## src/rtl/sa_miss_handler.sv

```systemverilog
// Miss handler for sa_cache: issues the line fill, returns refill data, then drains one buffered dirty victim.
// Optional refill watchdog enabled by defining MISS_TIMEOUT_EN.
//
// state     | meaning
// IDLE      | waiting for cache_miss
// FILL_REQ  | read request presented to backing memory
// FILL_WAIT | waiting for read response (or watchdog expiry)
// RESP      | one-cycle refill strobe to sa_cache
// WB_REQ    | write request for the buffered victim
module sa_miss_handler #(
   parameter int TIMEOUT = 255
) (
   input  logic        clk,
   input  logic        rst,
   input  logic        cache_miss,
   input  logic [17:0] i_tag,
   input  logic [7:0]  i_index,
   input  logic [5:0]  i_offset,
   input  logic        i_evict,
   input  logic [31:0] i_evict_addr,
   input  logic [31:0] i_evict_data,
   output logic [31:0] o_memory_line,
   output logic        o_memory_response,
   output logic        o_busy,
   output logic        mem_req_valid,
   input  logic        mem_req_ready,
   output logic        mem_req_we,
   output logic [31:0] mem_req_addr,
   output logic [31:0] mem_req_wdata,
   input  logic        mem_rsp_valid,
   input  logic [31:0] mem_rsp_data,
   output logic        o_error
);

   typedef enum logic [2:0] {IDLE, FILL_REQ, FILL_WAIT, RESP, WB_REQ} state_t;

   state_t      state_q, state_d;
   logic [31:0] fill_addr_q, fill_addr_d;
   logic        wb_valid_q, wb_valid_d;
   logic [31:0] wb_addr_q, wb_addr_d;
   logic [31:0] wb_data_q, wb_data_d;
   logic [31:0] line_q, line_d;

   // Fills are always line aligned, so the offset is not needed.
   logic unused_offset;
   assign unused_offset = ^i_offset;

`ifdef MISS_TIMEOUT_EN
   logic [7:0] wd_q, wd_d;
   logic       err_q, err_d;
`else
   logic [7:0] unused_timeout;
   assign unused_timeout = 8'(TIMEOUT);
`endif

   always_ff @(posedge clk or negedge rst) begin
      if (!rst) begin
         state_q     <= IDLE;
         fill_addr_q <= '0;
         wb_valid_q  <= 1'b0;
         wb_addr_q   <= '0;
         wb_data_q   <= '0;
         line_q      <= '0;
`ifdef MISS_TIMEOUT_EN
         wd_q        <= '0;
         err_q       <= 1'b0;
`endif
      end else begin
         state_q     <= state_d;
         fill_addr_q <= fill_addr_d;
         wb_valid_q  <= wb_valid_d;
         wb_addr_q   <= wb_addr_d;
         wb_data_q   <= wb_data_d;
         line_q      <= line_d;
`ifdef MISS_TIMEOUT_EN
         wd_q        <= wd_d;
         err_q       <= err_d;
`endif
      end
   end

   always_comb begin
      state_d           = state_q;
      fill_addr_d       = fill_addr_q;
      wb_valid_d        = wb_valid_q;
      wb_addr_d         = wb_addr_q;
      wb_data_d         = wb_data_q;
      line_d            = line_q;
      mem_req_valid     = 1'b0;
      mem_req_we        = 1'b0;
      mem_req_addr      = '0;
      mem_req_wdata     = '0;
      o_memory_response = 1'b0;
`ifdef MISS_TIMEOUT_EN
      wd_d              = wd_q;
      err_d             = err_q;
`endif
      case (state_q)
         IDLE: begin
            if (cache_miss) begin
               fill_addr_d = {i_tag, i_index, 6'b0};
               if (i_evict) begin
                  wb_valid_d = 1'b1;
                  wb_addr_d  = i_evict_addr;
                  wb_data_d  = i_evict_data;
               end
               state_d = FILL_REQ;
            end
         end
         FILL_REQ: begin
            mem_req_valid = 1'b1;
            mem_req_addr  = fill_addr_q;
            if (mem_req_ready) begin
               state_d = FILL_WAIT;
`ifdef MISS_TIMEOUT_EN
               wd_d    = '0;
`endif
            end
         end
         FILL_WAIT: begin
            if (mem_rsp_valid) begin
               line_d  = mem_rsp_data;
               state_d = RESP;
            end
`ifdef MISS_TIMEOUT_EN
            // Expiry returns a zero line flagged by o_error for the strobe cycle.
            else if (wd_q == 8'(TIMEOUT - 1)) begin
               line_d  = '0;
               err_d   = 1'b1;
               state_d = RESP;
            end else begin
               wd_d = wd_q + 8'd1;
            end
`endif
         end
         RESP: begin
            o_memory_response = 1'b1;
            state_d           = wb_valid_q ? WB_REQ : IDLE;
`ifdef MISS_TIMEOUT_EN
            err_d             = 1'b0;
`endif
         end
         WB_REQ: begin
            mem_req_valid = 1'b1;
            mem_req_we    = 1'b1;
            mem_req_addr  = wb_addr_q;
            mem_req_wdata = wb_data_q;
            if (mem_req_ready) begin
               wb_valid_d = 1'b0;
               state_d    = IDLE;
            end
         end
         default: state_d = IDLE;
      endcase
   end

   assign o_memory_line = line_q;
   assign o_busy        = (state_q != IDLE);
`ifdef MISS_TIMEOUT_EN
   assign o_error       = err_q;
`else
   assign o_error       = 1'b0;
`endif

endmodule

```

## config.mk

```make
export PLATFORM = sky130hd
export DESIGN_NAME = sa_miss_handler
export DESIGN_NICKNAME = d
export VERILOG_FILES = /design/src/rtl/sa_miss_handler.sv
export SDC_FILE = /design/constraint.sdc
export NUM_CORES = 1
export LEC_CHECK = 0
export ABC_AREA = 0
export CORE_MARGIN = 8
export CORE_UTILIZATION = 25
export DETAILED_ROUTE_END_ITERATION = 8
export PLACE_DENSITY_LB_ADDON = 0.05
export SYNTH_ARGS = -nofsm -noshare
export SYNTH_HDL_FRONTEND = slang
export SYNTH_SLANG_ARGS = --single-unit
export TNS_END_PERCENT = 30
```

## constraint.sdc

```tcl
create_clock -name clk -period 2.3 [get_ports clk]
set_input_delay 0.345 -clock clk [delete_from_list [all_inputs] [get_ports clk]]
set_output_delay 0.345 -clock clk [all_outputs]
set_load 0.005 [all_outputs]
```

After elaboration in Yosys (flattened, before gate mapping)

Cells that the tools add are included.
W data, S select, Z words.

Output and inout port bits: 101
Memory bits (read-only): 0
Input bits: 134
Bits in registers: 126
Logic and storage cells: 39
Memory bits (writable): 0
Latch bits: 0
Memories kept: 0

Divide/modulo/power cells: 0
Bitwise gates (word level): 0
$lt $le $gt $ge: 0
Reduce and logical (&&, ||, !) cells: 9
Add/subtract/negate cells: 0
Equal/unequal tests: 9
Shifts and indexed selects: 0
Multipliers: 0
Muxes and demuxes: 15

Operators by type and width:

| cell                 | count |
|---|---|
| $pmux W32 S2         | 1 |
| $mux W32             | 1 |
| $mux W3              | 5 |
| $pmux W3 S5          | 1 |
| $ne A2 B2 Y1 const B | 5 |
| $reduce_and A4 Y1    | 2 |
| $eq A3 B2 Y1 const B | 2 |
| $mux W1              | 6 |
| $reduce_and A2 Y1    | 2 |
| $eq A3 B1 Y1 const B | 1 |
| $eq A3 B3 Y1 const B | 1 |
| $logic_not A3 Y1     | 1 |
| $reduce_and A3 Y1    | 1 |
| $reduce_bool A3 Y1   | 1 |
| $pmux W1 S2          | 1 |
| $reduce_bool A2 Y1   | 1 |
| $reduce_or A2 Y1     | 1 |

Longest topological paths before layout

Depth after elaboration: 3
Gate-level depth with buffers: 6
Gate-level depth less buffers: 3

Least setup slack after synthesis

OpenSTA, ideal clock, no wires.

Path type: flip-flop to output port
Start point: reg state_q[0]
End point: out mem_req_addr[14]
Buffers on the path: 3
Data required time: 1.955 ns
Path slack: 0.568 ns
Cell stages (with the launch flop): 6
Arrival time: 1.387 ns
Cell sequence: dfrtp_1 > buf_2 > nor3b_1 > buf_2 > buf_4 > a22o_1

Word-level cells in the longest chain between the ends: 2
Elaborated cells on any way between the ends: 3
Those cells by class: eq/ne: 2; mux: 1

RTL lines:

| what                                                | line | text |
|---|---|---|
| from (decl)                                         | 37   | `state_t state_q, state_d;` |
| from (signal assigned)                              | 69   | `state_q <= state_d;` |
| $eq A3 B3 Y1 / $eq A3 B1 Y1 (equally long branches) | 98   | `case (state_q)` |
| $pmux W32 S2 (*)                                    | 98   |  |
| to (decl)                                           | 28   | `output logic [31:0] mem_req_addr,` |

Mark *: on every way between the ends. The rest lies on a longest branch, timed or not.

Final worst setup path

Start point: reg state_q[1]
End point: out mem_req_addr[7]

The elaborated chain is that of the path after synthesis.

==> results.cfg <==
[placement]
dp_hpwl_mm = 11.8
dp_slack_ns = 0.0751
gp_congestion = 0.683
io_buffer_count = 227
placed_area_um2 = 8240

[timing]
fin_ws_ns = -0.215
fmax_mhz = 398
finalSetupViolCount = 21
hold_viol_final = 0
drv_slew = 0
period_share_pct = 109
fin_skew_ns = 0.00976
min_period_ns = 2.52
finalSetupTns_ns = -1.44
rsz0062_at_grt = yes

[critical_path]
r2r_end = wb_addr_q[15]
worstSetupPathType = flip-flop to output pin
timing.rr.start = state_q[0]
critPathMaxFanout = 12
critPathCapture = mem_req_addr[7]
reg2reg_depth = 6
reg2reg_slack_ns = 0.18
critPathLaunch = state_q[1]
startpoint_type = flip-flop
cp-end-kind = output pin
worstPathRequired_ns = 1.96
arrival_ns = 2.17

[clocking]
cts_tree = yes
insertion_delay_ns = 0.41
cts-buffers-inserted = 17
clockBufferDepth = 2
clk_pin_slew_ns = 0.06
cts_max_level = 4
clkSinkCount = 126
clockRootBuffer = clkbuf_16

[floorplanning]
core_um2 = 21900
placement_rows = 54
io_pins = 235
die_h_um = 165
die_width_um = 165
initial_core_util_pct = 25.5
dieArea_um2 = 27300

[grt]
grt_pass1_wl_mm = 26.2
grtUsageTotal_pct = 12.7
antenna_found_initial = 0
grt_max_degree = 51
grt_pass1_vias = 4428
grt-ovfl-total = 0

[final_layout]
multi_input_area_um2 = 2260
fill_cells = 2120
mostFrequentLayoutCells = clkdlybuf4s50_1, dfrtp_1, mux2_2
fin_util_pct = 40.5
regArea_um2 = 3160
nNetsFinal = 742
fin_area_um2 = 8870
drive_gt1_share_pct = 34.0
area_growth_syn_to_layout_pct = 59.2
layout_commonest_cell = clkdlybuf4s50_1
antenna-diode-count = 0

[power_and_ir_drop]
ir_drop_mv = 0.414
finalPower_mw = 11.0
leakagePower_nw = 4.07
power_density_nw_per_um2 = 1240

[outcome]
status = complete, but fails checks
violations = negative setup slack

[synth]
syn_avg_cell_area_um2 = 15.5
netlist.top_cell.by_area = dfrtp_1
yosys_register_bits = 126
synthCells = 359
syn_nets = 493
netlist_area_um2 = 5570
synth_area_leaders = dfrtp_1, mux2_4, mux2_2
seq_area_frac_synth_pct = 56.6
ys_warn_count = 0
synth_top_area_share_pct = 56.6
synthDistinctLibCells = 26

[routing]
vias_per_cell = 4.27
drtPass1Iterations = 4
wire_per_inst_um = 19.0
drc_errors = 0
ant_nets = 0
drt_iter0_drc = 84
routed_wl_mm = 17.1
vias = 3851

[run]
drv_cap = 0

[hold_path]
hp-class = primary input to async pin
critical path, stage by stage (launching register included):
cell and delay [ns]:
dfrtp_2 0.44, nor3b_4 0.25, buf_6 0.16, bufbuf_16 0.28, a22o_1 0.13, clkdlybuf4s50_1 0.50
registers in the layout (all words and copies together) (netlist names):
| signal | count |
|---|---|
| wb_valid_q | 1 |
| fill_addr_q | 26 |
| wb_addr_q | 32 |
| wb_data_q | 32 |
| o_memory_line | 32 |
| state_q | 3 |
power breakdown:
group | switching [mW] | leakage (nW) | internal (mW)
sequential | 0.578 | 1.50 | 3.35
combinational | 1.53 | 2.32 | 3.11
clock | 1.07 | 0.252 | 1.39
total | 3.18 | 4.07 | 7.85
per-stage QoR:
stage / std cells / hold WS, ns
after global placement: 856 / 0.311
after global routing: 901 / 0.446
after detailed placement: 856 / 0.328
after CTS: 901 / 0.422
final: 901 / 0.419
after floorplan: 359 / 0.0494
worst min path at each step:
stage,to,startpoint
final,fill_addr_q[14],rst
after global routing,fill_addr_q[14],rst
after CTS,fill_addr_q[14],rst
after detailed placement,fill_addr_q[14],rst
after global placement,fill_addr_q[15],rst
after floorplan,fill_addr_q[10],rst
synthesized netlist by cell type:
cell type,n
clkbuf_1,6
nand3b_1,1
o21ai_0,1
inv_1,1
nor4b_4,1
nor2b_1,2
a21oi_1,3
conb_1,1
nand2_1,1
nand2b_1,2
and2_1,38
nand2_8,1
mux2_2,62
nor3_1,1
dfrtp_1,126
or2_2,1
mux2_4,60
a211oi_1,1
buf_6,8
or3_1,1
buf_2,5
nor3b_1,1
nor3b_2,2
and3b_1,1
buf_4,6
a22o_1,26
logic make-up after synthesis:
kind of cell | share of synthesized area (%)
muxes | 28.7
other | 0.0673
and+or+nand+nor | 6.76
buffers and inverters | 3.34
AOI/OAI and AO/OA | 4.58
DFF | 56.6
final cells by class:
type                            count  area share [%]
Timing Repair Buffer              255            28.9
Multi-Input combinational cell    207            25.5
Inverter                            1          0.0423
Sequential cell                   126            35.6
Tap cell                          280            3.95
Clock buffer                       17            4.79
Clock inverter                     15            1.28
repair_timing:
item,in CTS,in global routing
hold buffers,1,0
setup buffers,8,1
gates resized for setup,51,49
hold endpoints to repair,29,0
cloned,4,0
pin swaps,2,1
endpoints found under the setup margin,66,50
layer usage:
metal | track usage, % | wire (µm) | up-vias
li1 | - | - | 1765
met1 | 15.1 | 7230 | 1936
met2 | 20.7 | 8010 | 138
met3 | 5.35 | 1640 | 12
met4 | 3.61 | 226 | 0
met5 | 0 | 0 | -
(Power assumes the default switching activity.)
